**src/rtl/execute_stage.sv**
```systemverilog
// Execute stage of the 5-bit-PC RISC-V pipeline: ID/EX register, operand
// forwarding, ALU, branch/jump resolution and the EX/MEM register.
module execute_stage (
  input  logic        clk,
  input  logic        reset,
  input  logic [31:0] read_data1,
  input  logic [31:0] read_data2,
  input  logic [4:0]  rs1,
  input  logic [4:0]  rs2,
  input  logic [31:0] imm,
  input  logic [4:0]  write_reg,
  input  logic        reg_wrenable,
  input  logic        mem_wrenable,
  input  logic        mem_to_reg,
  input  logic        alu_src,
  input  logic [4:0]  alu_op,
  input  logic [3:0]  jump_type,
  input  logic [4:0]  pc,
  input  logic [31:0] mem_result,
  input  logic [4:0]  wb_write_reg,
  input  logic [31:0] wb_data,
  input  logic        wb_wrenable,
  output logic        should_jump,
  output logic [4:0]  jump_pc,
  output logic [31:0] alu_result,
  output logic [31:0] store_data,
  output logic [4:0]  out_write_reg,
  output logic        out_reg_wrenable,
  output logic        out_mem_wrenable,
  output logic        out_mem_to_reg
);

  typedef enum logic [4:0] {
    ALU_ADD    = 5'd0,
    ALU_SUB    = 5'd1,
    ALU_SLL    = 5'd2,
    ALU_SLT    = 5'd3,
    ALU_SLTU   = 5'd4,
    ALU_XOR    = 5'd5,
    ALU_SRL    = 5'd6,
    ALU_SRA    = 5'd7,
    ALU_OR     = 5'd8,
    ALU_AND    = 5'd9,
    ALU_PASS_B = 5'd10
  } alu_op_e;

  typedef enum logic [3:0] {
    JT_NONE = 4'd0,
    JT_BEQ  = 4'd1,
    JT_BNE  = 4'd2,
    JT_BLT  = 4'd3,
    JT_BGE  = 4'd4,
    JT_BLTU = 4'd5,
    JT_BGEU = 4'd6,
    JT_JAL  = 4'd7,
    JT_JALR = 4'd8
  } jump_type_e;

  // ID/EX register contents
  logic [31:0] ex_rd1, ex_rd2, ex_imm;
  logic [4:0]  ex_rs1, ex_rs2, ex_write_reg, ex_alu_op, ex_pc;
  logic        ex_reg_we, ex_mem_we, ex_mem_to_reg, ex_alu_src;
  logic [3:0]  ex_jump_type;

  // Resolved operands and results in EX
  logic [31:0] fwd_a, fwd_b, op_b, alu_val;
  logic        taken, is_link;
  logic [4:0]  target;

  // ID/EX register; a taken jump in EX squashes the wrong-path instruction
  always_ff @(posedge clk or posedge reset) begin
    if (reset) begin
      ex_rd1        <= '0;
      ex_rd2        <= '0;
      ex_imm        <= '0;
      ex_rs1        <= '0;
      ex_rs2        <= '0;
      ex_write_reg  <= '0;
      ex_alu_op     <= '0;
      ex_pc         <= '0;
      ex_reg_we     <= 1'b0;
      ex_mem_we     <= 1'b0;
      ex_mem_to_reg <= 1'b0;
      ex_alu_src    <= 1'b0;
      ex_jump_type  <= '0;
    end else if (should_jump) begin
      ex_rd1        <= '0;
      ex_rd2        <= '0;
      ex_imm        <= '0;
      ex_rs1        <= '0;
      ex_rs2        <= '0;
      ex_write_reg  <= '0;
      ex_alu_op     <= '0;
      ex_pc         <= '0;
      ex_reg_we     <= 1'b0;
      ex_mem_we     <= 1'b0;
      ex_mem_to_reg <= 1'b0;
      ex_alu_src    <= 1'b0;
      ex_jump_type  <= '0;
    end else begin
      ex_rd1        <= read_data1;
      ex_rd2        <= read_data2;
      ex_imm        <= imm;
      ex_rs1        <= rs1;
      ex_rs2        <= rs2;
      ex_write_reg  <= write_reg;
      ex_alu_op     <= alu_op;
      ex_pc         <= pc;
      ex_reg_we     <= reg_wrenable;
      ex_mem_we     <= mem_wrenable;
      ex_mem_to_reg <= mem_to_reg;
      ex_alu_src    <= alu_src;
      ex_jump_type  <= jump_type;
    end
  end

  // Forwarding: x0 never forwarded; EX/MEM result beats writeback
  always_comb begin
    fwd_a = ex_rd1;
    if (ex_rs1 != '0) begin
      if (out_reg_wrenable && out_write_reg == ex_rs1) fwd_a = mem_result;
      else if (wb_wrenable && wb_write_reg == ex_rs1)  fwd_a = wb_data;
    end
    fwd_b = ex_rd2;
    if (ex_rs2 != '0) begin
      if (out_reg_wrenable && out_write_reg == ex_rs2) fwd_b = mem_result;
      else if (wb_wrenable && wb_write_reg == ex_rs2)  fwd_b = wb_data;
    end
    op_b = ex_alu_src ? ex_imm : fwd_b;
  end

  // ALU; jumps replace the ALU value with the link byte address
  always_comb begin
    alu_val = '0;
    case (ex_alu_op)
      ALU_ADD:    alu_val = fwd_a + op_b;
      ALU_SUB:    alu_val = fwd_a - op_b;
      ALU_SLL:    alu_val = fwd_a << op_b[4:0];
      ALU_SLT:    alu_val = {31'b0, $signed(fwd_a) < $signed(op_b)};
      ALU_SLTU:   alu_val = {31'b0, fwd_a < op_b};
      ALU_XOR:    alu_val = fwd_a ^ op_b;
      ALU_SRL:    alu_val = fwd_a >> op_b[4:0];
      ALU_SRA:    alu_val = $signed(fwd_a) >>> op_b[4:0];
      ALU_OR:     alu_val = fwd_a | op_b;
      ALU_AND:    alu_val = fwd_a & op_b;
      ALU_PASS_B: alu_val = op_b;
      default:    alu_val = '0;
    endcase
    is_link = (ex_jump_type == JT_JAL) || (ex_jump_type == JT_JALR);
    if (is_link) alu_val = {25'b0, ex_pc + 5'd1, 2'b00};
  end

  // Branch/jump condition and word-PC target (mod 32)
  always_comb begin
    taken = 1'b0;
    case (ex_jump_type)
      JT_BEQ:  taken = (fwd_a == fwd_b);
      JT_BNE:  taken = (fwd_a != fwd_b);
      JT_BLT:  taken = ($signed(fwd_a) < $signed(fwd_b));
      JT_BGE:  taken = ($signed(fwd_a) >= $signed(fwd_b));
      JT_BLTU: taken = (fwd_a < fwd_b);
      JT_BGEU: taken = (fwd_a >= fwd_b);
      JT_JAL:  taken = 1'b1;
      JT_JALR: taken = 1'b1;
      default: taken = 1'b0;
    endcase
    if (ex_jump_type == JT_JALR) target = 5'((fwd_a + ex_imm) >> 2);
    else                         target = ex_pc + ex_imm[6:2];
    should_jump = taken;
    jump_pc     = taken ? target : '0;
  end

  // EX/MEM register; bubbles flow through unchanged
  always_ff @(posedge clk or posedge reset) begin
    if (reset) begin
      alu_result       <= '0;
      store_data       <= '0;
      out_write_reg    <= '0;
      out_reg_wrenable <= 1'b0;
      out_mem_wrenable <= 1'b0;
      out_mem_to_reg   <= 1'b0;
    end else begin
      alu_result       <= alu_val;
      store_data       <= fwd_b;
      out_write_reg    <= ex_write_reg;
      out_reg_wrenable <= ex_reg_we;
      out_mem_wrenable <= ex_mem_we;
      out_mem_to_reg   <= ex_mem_to_reg;
    end
  end

endmodule
```
**config.mk**
```make
export PLATFORM = sky130hd
export DESIGN_NAME = execute_stage
export DESIGN_NICKNAME = d
export VERILOG_FILES = /design/src/rtl/execute_stage.sv
export SDC_FILE = /design/constraint.sdc
export NUM_CORES = 1
export LEC_CHECK = 0
export CAP_MARGIN = 20
export CORE_ASPECT_RATIO = 1.5
export CORE_MARGIN = 10
export CORE_UTILIZATION = 30
export DETAILED_ROUTE_END_ITERATION = 10
export GPL_TIMING_DRIVEN = 0
export HOLD_SLACK_MARGIN = 0.03
export PLACE_DENSITY = 0.57
export SLEW_MARGIN = 10
export SYNTH_ARGS = -nofsm -noshare
export SYNTH_HDL_FRONTEND = slang
export SYNTH_SLANG_ARGS = --single-unit
```
**constraint.sdc**
```tcl
create_clock -name clk -period 15.4 [get_ports clk]
set_input_delay 3.08 -clock clk [delete_from_list [all_inputs] [get_ports clk]]
set_output_delay 3.08 -clock clk [all_outputs]
set_load 0.01 [all_outputs]
```
==> impl_metrics.env, run 1 <==
export IMPL_critPathMaxFanout=10
export IMPL_die_y_um=329.2
export IMPL_global_route_overflow_total=0
export IMPL_path_clk_slew_ns=0.06
export IMPL_cts_buffers=23
export IMPL_dr_pass1_iters=9
export IMPL_drt_iter0_markers=2131
export IMPL_layout_drive_gt1_share_pct=7.642
export IMPL_min_period_over_period_pct=84.19
export IMPL_cp_top_family="buffers and inverters"
export IMPL_tightestPinTransition_ns=1.350
export IMPL_ys_ff_latch=201
export IMPL_max_stage_delay_ns=0.60
export IMPL_run_status="finished, final reports clean"
export IMPL_setup_viol=0
export IMPL_ys_warn_count=0
export IMPL_slew_viol_final=0
export IMPL_fin_nets=2958
export IMPL_relSlewSlack_pct=9.991
export IMPL_synthDistinctLibCells=96
export IMPL_multi_input_area_um2=12610
export IMPL_crit_buf_inv=5
export IMPL_start_kind="input port"
export IMPL_dieArea_um2=74460
export IMPL_min_path_type="reg2reg"
export IMPL_ff_latch_area_um2=5030
export IMPL_cts_resized=0
export IMPL_placement_io_buffers=278
export IMPL_maxCapViolations=0
export IMPL_fp_dieW_um=226.2
export IMPL_grt_pass1_wl_um=162000
export IMPL_num_antenna_cells=0
export IMPL_cts_setup_buffers=0
export IMPL_worstPathRequired_ns=12.32
export IMPL_synth_top_area_share_pct=26.30
export IMPL_avgSynthCellArea_um2=8.352
export IMPL_dpl_hpwl_um=95970
export IMPL_netlist_instances=2290
export IMPL_tns_ns=0
export IMPL_htree_levels=1
export IMPL_criticalPathCategory="in2out"
export IMPL_rsz0062_at_grt="false"
export IMPL_io_pins=279
export IMPL_clock_latency_ns=0.58
export IMPL_vias=20800
export IMPL_critPathArrivalTime_ns=9.89
export IMPL_vias_per_cell=6.078
export IMPL_fp_row_count=113
export IMPL_drc_errors=0
export IMPL_drt_total_wl_um=116900
export IMPL_cts_buffer_depth=3
export IMPL_drtAntennaViolNets=0
export IMPL_syn_nets=2648
export IMPL_grt_usage_pct=30.50
export IMPL_period_needed_ns=12.97
export IMPL_syn2layout_area_growth_pct=24.68
export IMPL_cts_tree="yes"
export IMPL_grt_start_max_net_pins=116
export IMPL_routabilityCongestion=1.018
export IMPL_synth_area_leaders="dfrtp_1 26%, ha_1 10%, mux2i_1 7.7%, and3_1 4.6%, o21ai_0 3.6%"
export IMPL_fmax_ghz=0.07713
export IMPL_fin_skew_ns=0.02026
export IMPL_crit_slowest_cell="clkdlybuf4s50_1"
export IMPL_synth_top_area_cell="dfrtp_1"
export IMPL_antenna_found_initial=1
export IMPL_layout_commonest_cell="clkdlybuf4s50_1"
export IMPL_clock_root_buffer="clkbuf_16"
export IMPL_cts_hold_buf=0
export IMPL_synth_seq_area_share_pct=26.30
export IMPL_worstPathCellList="clkdlybuf4s50_1 -> xor2_1 -> nor4_4 -> a2bb2o_4 -> and2_4 -> clkbuf_1 -> clkbuf_1 -> o21ai_0 -> ha_1 -> nand4_1 -> nor2_1 -> nand2_1 -> nor3_1 -> nand4_1 -> a211oi_1 -> or3_1 -> a311oi_2 -> a31o_2 -> buf_2 -> o22ai_1 -> clkdlybuf4s50_1"
export IMPL_async_flop_share_pct=100.0
export IMPL_grt_pass1_vias=21380
export IMPL_syn_area_um2=19130
export IMPL_initial_core_util_pct=30.26
export IMPL_wl_per_cell_um=34.17
export IMPL_mostFrequentLayoutCells="278 x clkdlybuf4s50_1, 201 x dfrtp_1, 180 x nor2_1"
export IMPL_hold_violations=0
export IMPL_core_um2=63200
export IMPL_synth_enable_flop_cells=0
export IMPL_cp_end_kind="output pin"
export IMPL_fillers=6514
export IMPL_clock_sinks=201
export IMPL_yosys_most_used_dff="dfrtp_1"
[cell families after synthesis]
kind of cell,after synthesis,synth area share [%]
adders and majority gates,157,10.39
buffers and inverters,330,7.811
DFF,201,26.30
and+or+nand+nor,688,17.80
xor gates and xnor gates,57,2.610
muxes,185,9.990
AOI/OAI and AO/OA,672,25.10
[through the flow]
| step | std cells | setup slack (ns) | util (%) | hold slack [ns] | instance area, um2 |
|---|---|---|---|---|---|
| 3_3_place_gp | 3373 | 2.509 | 36.26 | 0.3315 | 22920 |
| 5_1_grt | 3422 | 1.993 | 37.73 | 0.3630 | 23850 |
| 3_5_place_dp | 3378 | 2.509 | 36.38 | 0.3364 | 22990 |
| 4_1_cts | 3420 | 2.505 | 37.71 | 0.3505 | 23830 |
| 2_1_floorplan | 2290 | 5.325 | - | 0.3312 | 19130 |
| 6_report | 3422 | 2.435 | 37.73 | 0.3507 | 23850 |
[worst paths after layout]
path / startpoint / slack, ns / to / depth (start not counted)
setup / recovery: wb_write_reg[0] / 2.43 / jump_pc[3] / 21
hold / removal: ex_mem_we / 0.35 / out_mem_wrenable / 0
setup reg to reg: ex_rs2[3] / 7.89 / alu_result[16] / 21
hold reg to reg: ex_mem_we / 0.35 / out_mem_wrenable / 0
max in group asynchronous: reset / 11.41 / ex_imm[27] / 3
min in group asynchronous: reset / 2.98 / out_mem_wrenable / 2
[synth_stat cells (17+ instances only)]
cell type,instances
o22ai_1,65
nand3_1,33
a21oi_1,123
buf_2,29
o21ai_0,138
a21o_1,29
a221o_1,20
dfrtp_1,201
xor2_1,19
o211ai_1,19
clkbuf_1,83
a31oi_1,25
ha_1,154
a221oi_1,25
xnor2_1,38
nor3_1,65
a22oi_1,34
a211oi_1,24
and3_1,140
buf_4,17
mux2i_1,148
mux2_2,33
nand2_1,164
buf_6,18
nor2_1,180
o221ai_1,26
inv_1,158
[worst reg2reg max path: stages, from the launching register on]
cell	delay [ns]
dfrtp_1	0.42
nor4_1	0.57
a21oi_1	0.40
nand2_1	0.16
o22a_1	0.14
o311a_1	0.16
buf_4	0.22
clkbuf_1	0.62
clkbuf_1	0.85
ha_1	0.40
clkbuf_1	0.23
nor2b_1	0.22
a221oi_1	0.28
nand2_1	0.25
a211oi_1	0.56
nor2_1	0.15
nand2_1	0.09
nand3_1	0.07
o21ai_0	0.13
xnor2_1	0.19
a221oi_1	0.93
a21oi_1	0.27
[metal layers]
metal	part of all wire, %	up-vias	track usage (%)
met5	0	-	0
met4	8.8	0	23.46
met3	6.6	337	5.332
met2	49	1139	53.00
met1	36	10320	32.31
li1	-	9007	-
[cell type report]
class	count	share of cell area (%)
Tap cell	805	4.224
Clock inverter	14	0.9654
Timing Repair Buffer	285	11.97
Buffer	164	3.652
Clock buffer	28	2.576
Multi-Input combinational cell	1759	52.87
Inverter	166	2.644
Sequential cell	201	21.09
Power of run 1 is not shown: default switching activity piles up to over one toggle a cycle in this logic, so the estimate is an artifact.
==> inputs of run 2 (changes only) <==
==> constraint.sdc (replaced) <==
create_clock -name clk -period 11.98 [get_ports clk]
set_input_delay 2.396 -clock clk [delete_from_list [all_inputs] [get_ports clk]]
set_output_delay 2.396 -clock clk [all_outputs]
set_load 0.01 [all_outputs]
==> run 2 against run 1 <==
Against the previous run:
- final cell count stayed put
- critical path depth up 2
- global-route usage unchanged
- count of clock-buffer cells in the layout is the same
- via count rose by 0.18%
- largest cell class unchanged
==> impl_metrics.env, run 2 (same netlist as run 1, synthesis figures left out) <==
export IMPL_num_antenna_cells=0
export IMPL_initial_core_util_pct=30.26
export IMPL_layout_drive_gt1_share_pct=7.642
export IMPL_placement_io_buffers=278
export IMPL_layout_commonest_cell="clkdlybuf4s50_1"
export IMPL_run_status="finished, final reports clean"
export IMPL_fin_skew_ns=0.02033
export IMPL_drt_total_wl_um=117000
export IMPL_mostFrequentLayoutCells="278 x clkdlybuf4s50_1, 201 x dfrtp_1, 180 x nor2_1"
export IMPL_relSlewSlack_pct=9.991
export IMPL_setup_viol=0
export IMPL_critPathMaxFanout=10
export IMPL_grt_start_max_net_pins=116
export IMPL_clock_sinks=201
export IMPL_fp_dieW_um=226.2
export IMPL_slew_viol_final=0
export IMPL_grt_pass1_vias=21380
export IMPL_core_um2=63200
export IMPL_hp_start="ex_mem_we"
export IMPL_criticalPathCategory="in2out"
export IMPL_min_path_type="reg2reg"
export IMPL_grt_usage_pct=30.50
export IMPL_min_path_cells=0
export IMPL_rsz0062_at_grt="false"
export IMPL_cts_buffer_depth=3
export IMPL_global_route_overflow_total=0
export IMPL_fin_nets=2958
export IMPL_cp_end_kind="output pin"
export IMPL_tns_ns=0
export IMPL_tightestPinTransition_ns=1.350
export IMPL_io_pins=279
export IMPL_cts_resized=0
export IMPL_clock_latency_ns=0.58
export IMPL_dr_pass1_iters=9
export IMPL_critPathArrivalTime_ns=9.04
export IMPL_routabilityCongestion=1.018
export IMPL_drtAntennaViolNets=0
export IMPL_worstPathCellList="clkdlybuf4s50_1 -> xor2_1 -> nor4_2 -> and3_1 -> buf_4 -> and2_1 -> buf_6 -> buf_12 -> a221o_1 -> inv_1 -> ha_1 -> nand4_1 -> nor3_1 -> a221oi_1 -> o31a_1 -> o21ai_0 -> o2bb2ai_1 -> or3_1 -> a311oi_2 -> a31o_2 -> buf_2 -> o22ai_1 -> clkdlybuf4s50_1"
export IMPL_syn2layout_area_growth_pct=24.68
export IMPL_period_needed_ns=11.44
export IMPL_rrSetupSlack_ns=4.46
export IMPL_drt_iter0_markers=2131
export IMPL_maxCapViolations=0
export IMPL_antenna_found_initial=1
export IMPL_cts_buffers=23
export IMPL_min_period_over_period_pct=95.48
export IMPL_worstHoldEndpoint="out_mem_wrenable"
export IMPL_vias_per_cell=6.089
export IMPL_cts_setup_buffers=0
export IMPL_max_stage_delay_ns=0.69
export IMPL_htree_levels=1
export IMPL_dieArea_um2=74460
export IMPL_path_clk_slew_ns=0.06
export IMPL_dpl_hpwl_um=95970
export IMPL_wl_per_cell_um=34.18
export IMPL_fp_row_count=113
export IMPL_fillers=6514
export IMPL_drc_errors=0
export IMPL_crit_top_cell="clkdlybuf4s50_1"
export IMPL_vias=20840
export IMPL_fmax_ghz=0.08742
export IMPL_worst_r2r_startpoint="ex_rs2[3]"
export IMPL_rr_worst_depth=21
export IMPL_hold_violations=0
export IMPL_grt_pass1_wl_um=162000
export IMPL_crit_slowest_cell="a221o_1"
export IMPL_cts_hold_buf=0
export IMPL_die_y_um=329.2
export IMPL_start_kind="input port"
export IMPL_cts_tree="yes"
export IMPL_worstPathRequired_ns=9.58
export IMPL_r2r_end="alu_result[16]"
export IMPL_clock_root_buffer="clkbuf_16"
==> run 2: cell count changes in the layout (fill, tap and decap cells not counted) <==
cell / previous run / this run
o21ai_0: 138 / 137
o21ai_1: 3 / 4
==> run 2: area by class of cell <==
cell class / instances / area [um2] / share of cell area, %
Sequential cell: 201 / 5030 / 21.09
Timing Repair Buffer: 285 / 2855 / 11.97
Buffer: 164 / 870.8 / 3.652
Multi-Input combinational cell: 1759 / 12610 / 52.87
Clock buffer: 28 / 614.3 / 2.576
Inverter: 166 / 630.6 / 2.644
Tap cell: 805 / 1007 / 4.224
Clock inverter: 14 / 230.2 / 0.9654
==> run 2: worst max path at each step <==
stage	start	to	cells past startpoint
2_1_floorplan	wb_write_reg[0]	jump_pc[3]	19
6_report	wb_write_reg[3]	jump_pc[3]	23
5_1_grt	wb_write_reg[0]	jump_pc[4]	21
3_3_place_gp	wb_write_reg[3]	jump_pc[2]	21
3_5_place_dp	wb_write_reg[0]	jump_pc[2]	21
4_1_cts	wb_write_reg[0]	jump_pc[2]	21
==> run 2: stage by stage <==
step / hold slack (ns) / util [%] / instances / instance area (um2) / worst slack (ns)
3_3_place_gp: 0.3315 / 36.26 / 3373 / 22920 / 0.4573
2_1_floorplan: 0.3312 / - / 2290 / 19130 / 3.273
4_1_cts: 0.3505 / 37.71 / 3420 / 23830 / 0.4535
5_1_grt: 0.3630 / 37.73 / 3422 / 23850 / 0.1558
6_report: 0.3507 / 37.73 / 3422 / 23850 / 0.5409
3_5_place_dp: 0.3364 / 36.38 / 3378 / 22990 / 0.4568
==> run 2: critical path: cells and delay by family <==
kind | cells | cell delay, ns
AO/OA/AOI/OAI | 8 | 2.26
XOR/XNOR | 1 | 0.19
adder cells (fa/ha/maj) | 1 | 0.41
buffers and inverters | 7 | 2.10
AND/OR/NAND/NOR | 6 | 1.64
==> run 2: routing by layer <==
layer  GRT usage (%)  part of all wire (%)  routed length, um
met5               0                     0                  0
met4           23.46                   8.8              10320
met3           5.332                   6.6               7740
met2           53.00                    49              57390
met1           32.31                    35              41520
Power of run 2 is left out for the same reason.
==> inputs of run 3 (changes only) <==
--- a/config.mk
+++ b/config.mk
@@ -12,7 +12,7 @@
 export DETAILED_ROUTE_END_ITERATION = 10
 export GPL_TIMING_DRIVEN = 0
 export HOLD_SLACK_MARGIN = 0.03
-export PLACE_DENSITY = 0.57
+export PLACE_DENSITY = 0.55
 export SLEW_MARGIN = 10
 export SYNTH_ARGS = -nofsm -noshare
 export SYNTH_HDL_FRONTEND = slang
==> run 3 against run 2 <==
Against the previous run:
- die area is the same
- register-to-register slack lost 0.14 ns
- first-iteration DRC count shrank 8.4%
- sequential share of layout area is essentially flat
- largest cell class unchanged
- via count shrank 0.71%
- critical path type unchanged
==> impl_metrics.env, run 3 (same netlist as run 1, synthesis figures left out) <==
export IMPL_run_status="finished, final reports clean"
export IMPL_critPathMaxFanout=10
export IMPL_placement_io_buffers=278
export IMPL_cp_end_kind="output pin"
export IMPL_layout_commonest_cell="clkdlybuf4s50_1"
export IMPL_clock_root_buffer="clkbuf_16"
export IMPL_global_route_overflow_total=0
export IMPL_drt_total_wl_um=123400
export IMPL_dr_pass1_iters=6
export IMPL_hold_violations=0
export IMPL_cts_setup_buffers=0
export IMPL_layout_drive_gt1_share_pct=7.745
export IMPL_grt_pass1_vias=21430
export IMPL_worstHoldEndpoint="out_write_reg[1]"
export IMPL_min_path_cells=0
export IMPL_period_needed_ns=11.63
export IMPL_antenna_found_initial=2
export IMPL_path_clk_slew_ns=0.06
export IMPL_clock_sinks=201
export IMPL_routabilityCongestion=1.004
export IMPL_min_path_type="reg2reg"
export IMPL_wl_per_cell_um=36.03
export IMPL_vias=20690
export IMPL_initial_core_util_pct=30.26
export IMPL_clock_latency_ns=0.59
export IMPL_grt_usage_pct=32.24
export IMPL_finalNonFillerCells=3426
export IMPL_drtAntennaViolNets=0
export IMPL_critPathArrivalTime_ns=9.24
export IMPL_fmax_ghz=0.08595
export IMPL_start_kind="input port"
export IMPL_drc_errors=0
export IMPL_fillers=6586
export IMPL_criticalPathCategory="in2out"
export IMPL_cts_hold_buf=0
export IMPL_rr_worst_depth=21
export IMPL_fp_row_count=113
export IMPL_finalWorstSetupSlack_ns=0.3457
export IMPL_vias_per_cell=6.039
export IMPL_grt_start_max_net_pins=103
export IMPL_rsz0062_at_grt="false"
export IMPL_hp_start="ex_write_reg[1]"
export IMPL_drt_iter0_markers=1951
export IMPL_setup_viol=0
export IMPL_cts_tree="yes"
export IMPL_dpl_hpwl_um=101600
export IMPL_die_y_um=329.2
export IMPL_tns_ns=0
export IMPL_worstPathRequired_ns=9.58
export IMPL_fin_skew_ns=0.02530
export IMPL_relSlewSlack_pct=7.341
export IMPL_cts_resized=0
export IMPL_tightestPinTransition_ns=1.390
export IMPL_fp_dieW_um=226.2
export IMPL_htree_levels=1
export IMPL_dieArea_um2=74460
export IMPL_cp_startpoint="wb_write_reg[3]"
export IMPL_post_place_ws_ns=0.4499
export IMPL_syn2layout_area_growth_pct=24.68
export IMPL_r2r_end="alu_result[27]"
export IMPL_core_um2=63200
export IMPL_num_antenna_cells=0
export IMPL_worst_r2r_startpoint="ex_rs2[3]"
export IMPL_maxCapViolations=0
export IMPL_post_place_cells=3382
export IMPL_cts_buffers=24
export IMPL_rrSetupSlack_ns=4.32
export IMPL_fin_util_pct=37.73
export IMPL_cts_buffer_depth=3
export IMPL_min_period_over_period_pct=97.11
export IMPL_grt_pass1_wl_um=169200
export IMPL_io_pins=279
export IMPL_slew_viol_final=0
export IMPL_mostFrequentLayoutCells="278 x clkdlybuf4s50_1, 201 x dfrtp_1, 180 x nor2_1"
export IMPL_fin_nets=2963
==> run 3: layer usage <==
layer / share of wire, % / wire length (um) / up-vias / GRT usage, %
met4: 8.7 / 10710 / 0 / 24.35
met5: 0 / 0 / - / 0
met2: 50 / 61350 / 1021 / 56.44
met1: 35 / 43610 / 10380 / 33.80
li1: - / - / 9022 / -
met3: 6.3 / 7769 / 268 / 5.911
==> run 3: worst max-delay path: stages <==
cell	delay (ns)
clkdlybuf4s50_1	0.48
xor2_1	0.20
nor4_2	0.30
and3_1	0.19
buf_4	0.14
and2_1	0.14
buf_6	0.17
buf_12	0.18
a221o_1	0.71
inv_1	0.37
ha_1	0.41
nand4_1	0.12
nor3_1	0.71
a221oi_1	0.20
o31a_1	0.16
o21ai_0	0.17
o2bb2ai_1	0.35
nor4_1	0.14
a311oi_2	0.33
a31o_2	0.35
buf_2	0.28
o32ai_1	0.15
clkdlybuf4s50_1	0.55
==> run 3: through the flow <==
step	instance area (um2)	hold slack, ns
2_1_floorplan	19130	0.3312
3_3_place_gp	22920	0.3313
3_5_place_dp	23050	0.3347
4_1_cts	23830	0.3483
5_1_grt	23850	0.3565
6_report	23850	0.3462
==> run 3: area by class of cell <==
cell class	count	area (um2)	area share, %
clock inverters	9	82.58	0.3463
multi-input cells	1759	12620	52.92
flip-flops and latches	201	5030	21.09
clock buffers	33	695.7	2.917
well taps	805	1007	4.224
plain buffers	164	870.8	3.652
inverters	166	630.6	2.645
repair buffers	289	2909	12.20
==> run 3: how the worst max path moves through the flow <==
| stage | end | slack (ns) | depth (start not counted) |
|---|---|---|---|
| floorplan | jump_pc[3] | 3.27 | 19 |
| detailed placement | jump_pc[2] | 0.45 | 21 |
| finish | jump_pc[2] | 0.35 | 23 |
| global placement | jump_pc[2] | 0.39 | 21 |
| global route | jump_pc[2] | 0.16 | 21 |
| CTS | jump_pc[2] | 0.44 | 21 |
Power of run 3 is left out for the same reason.
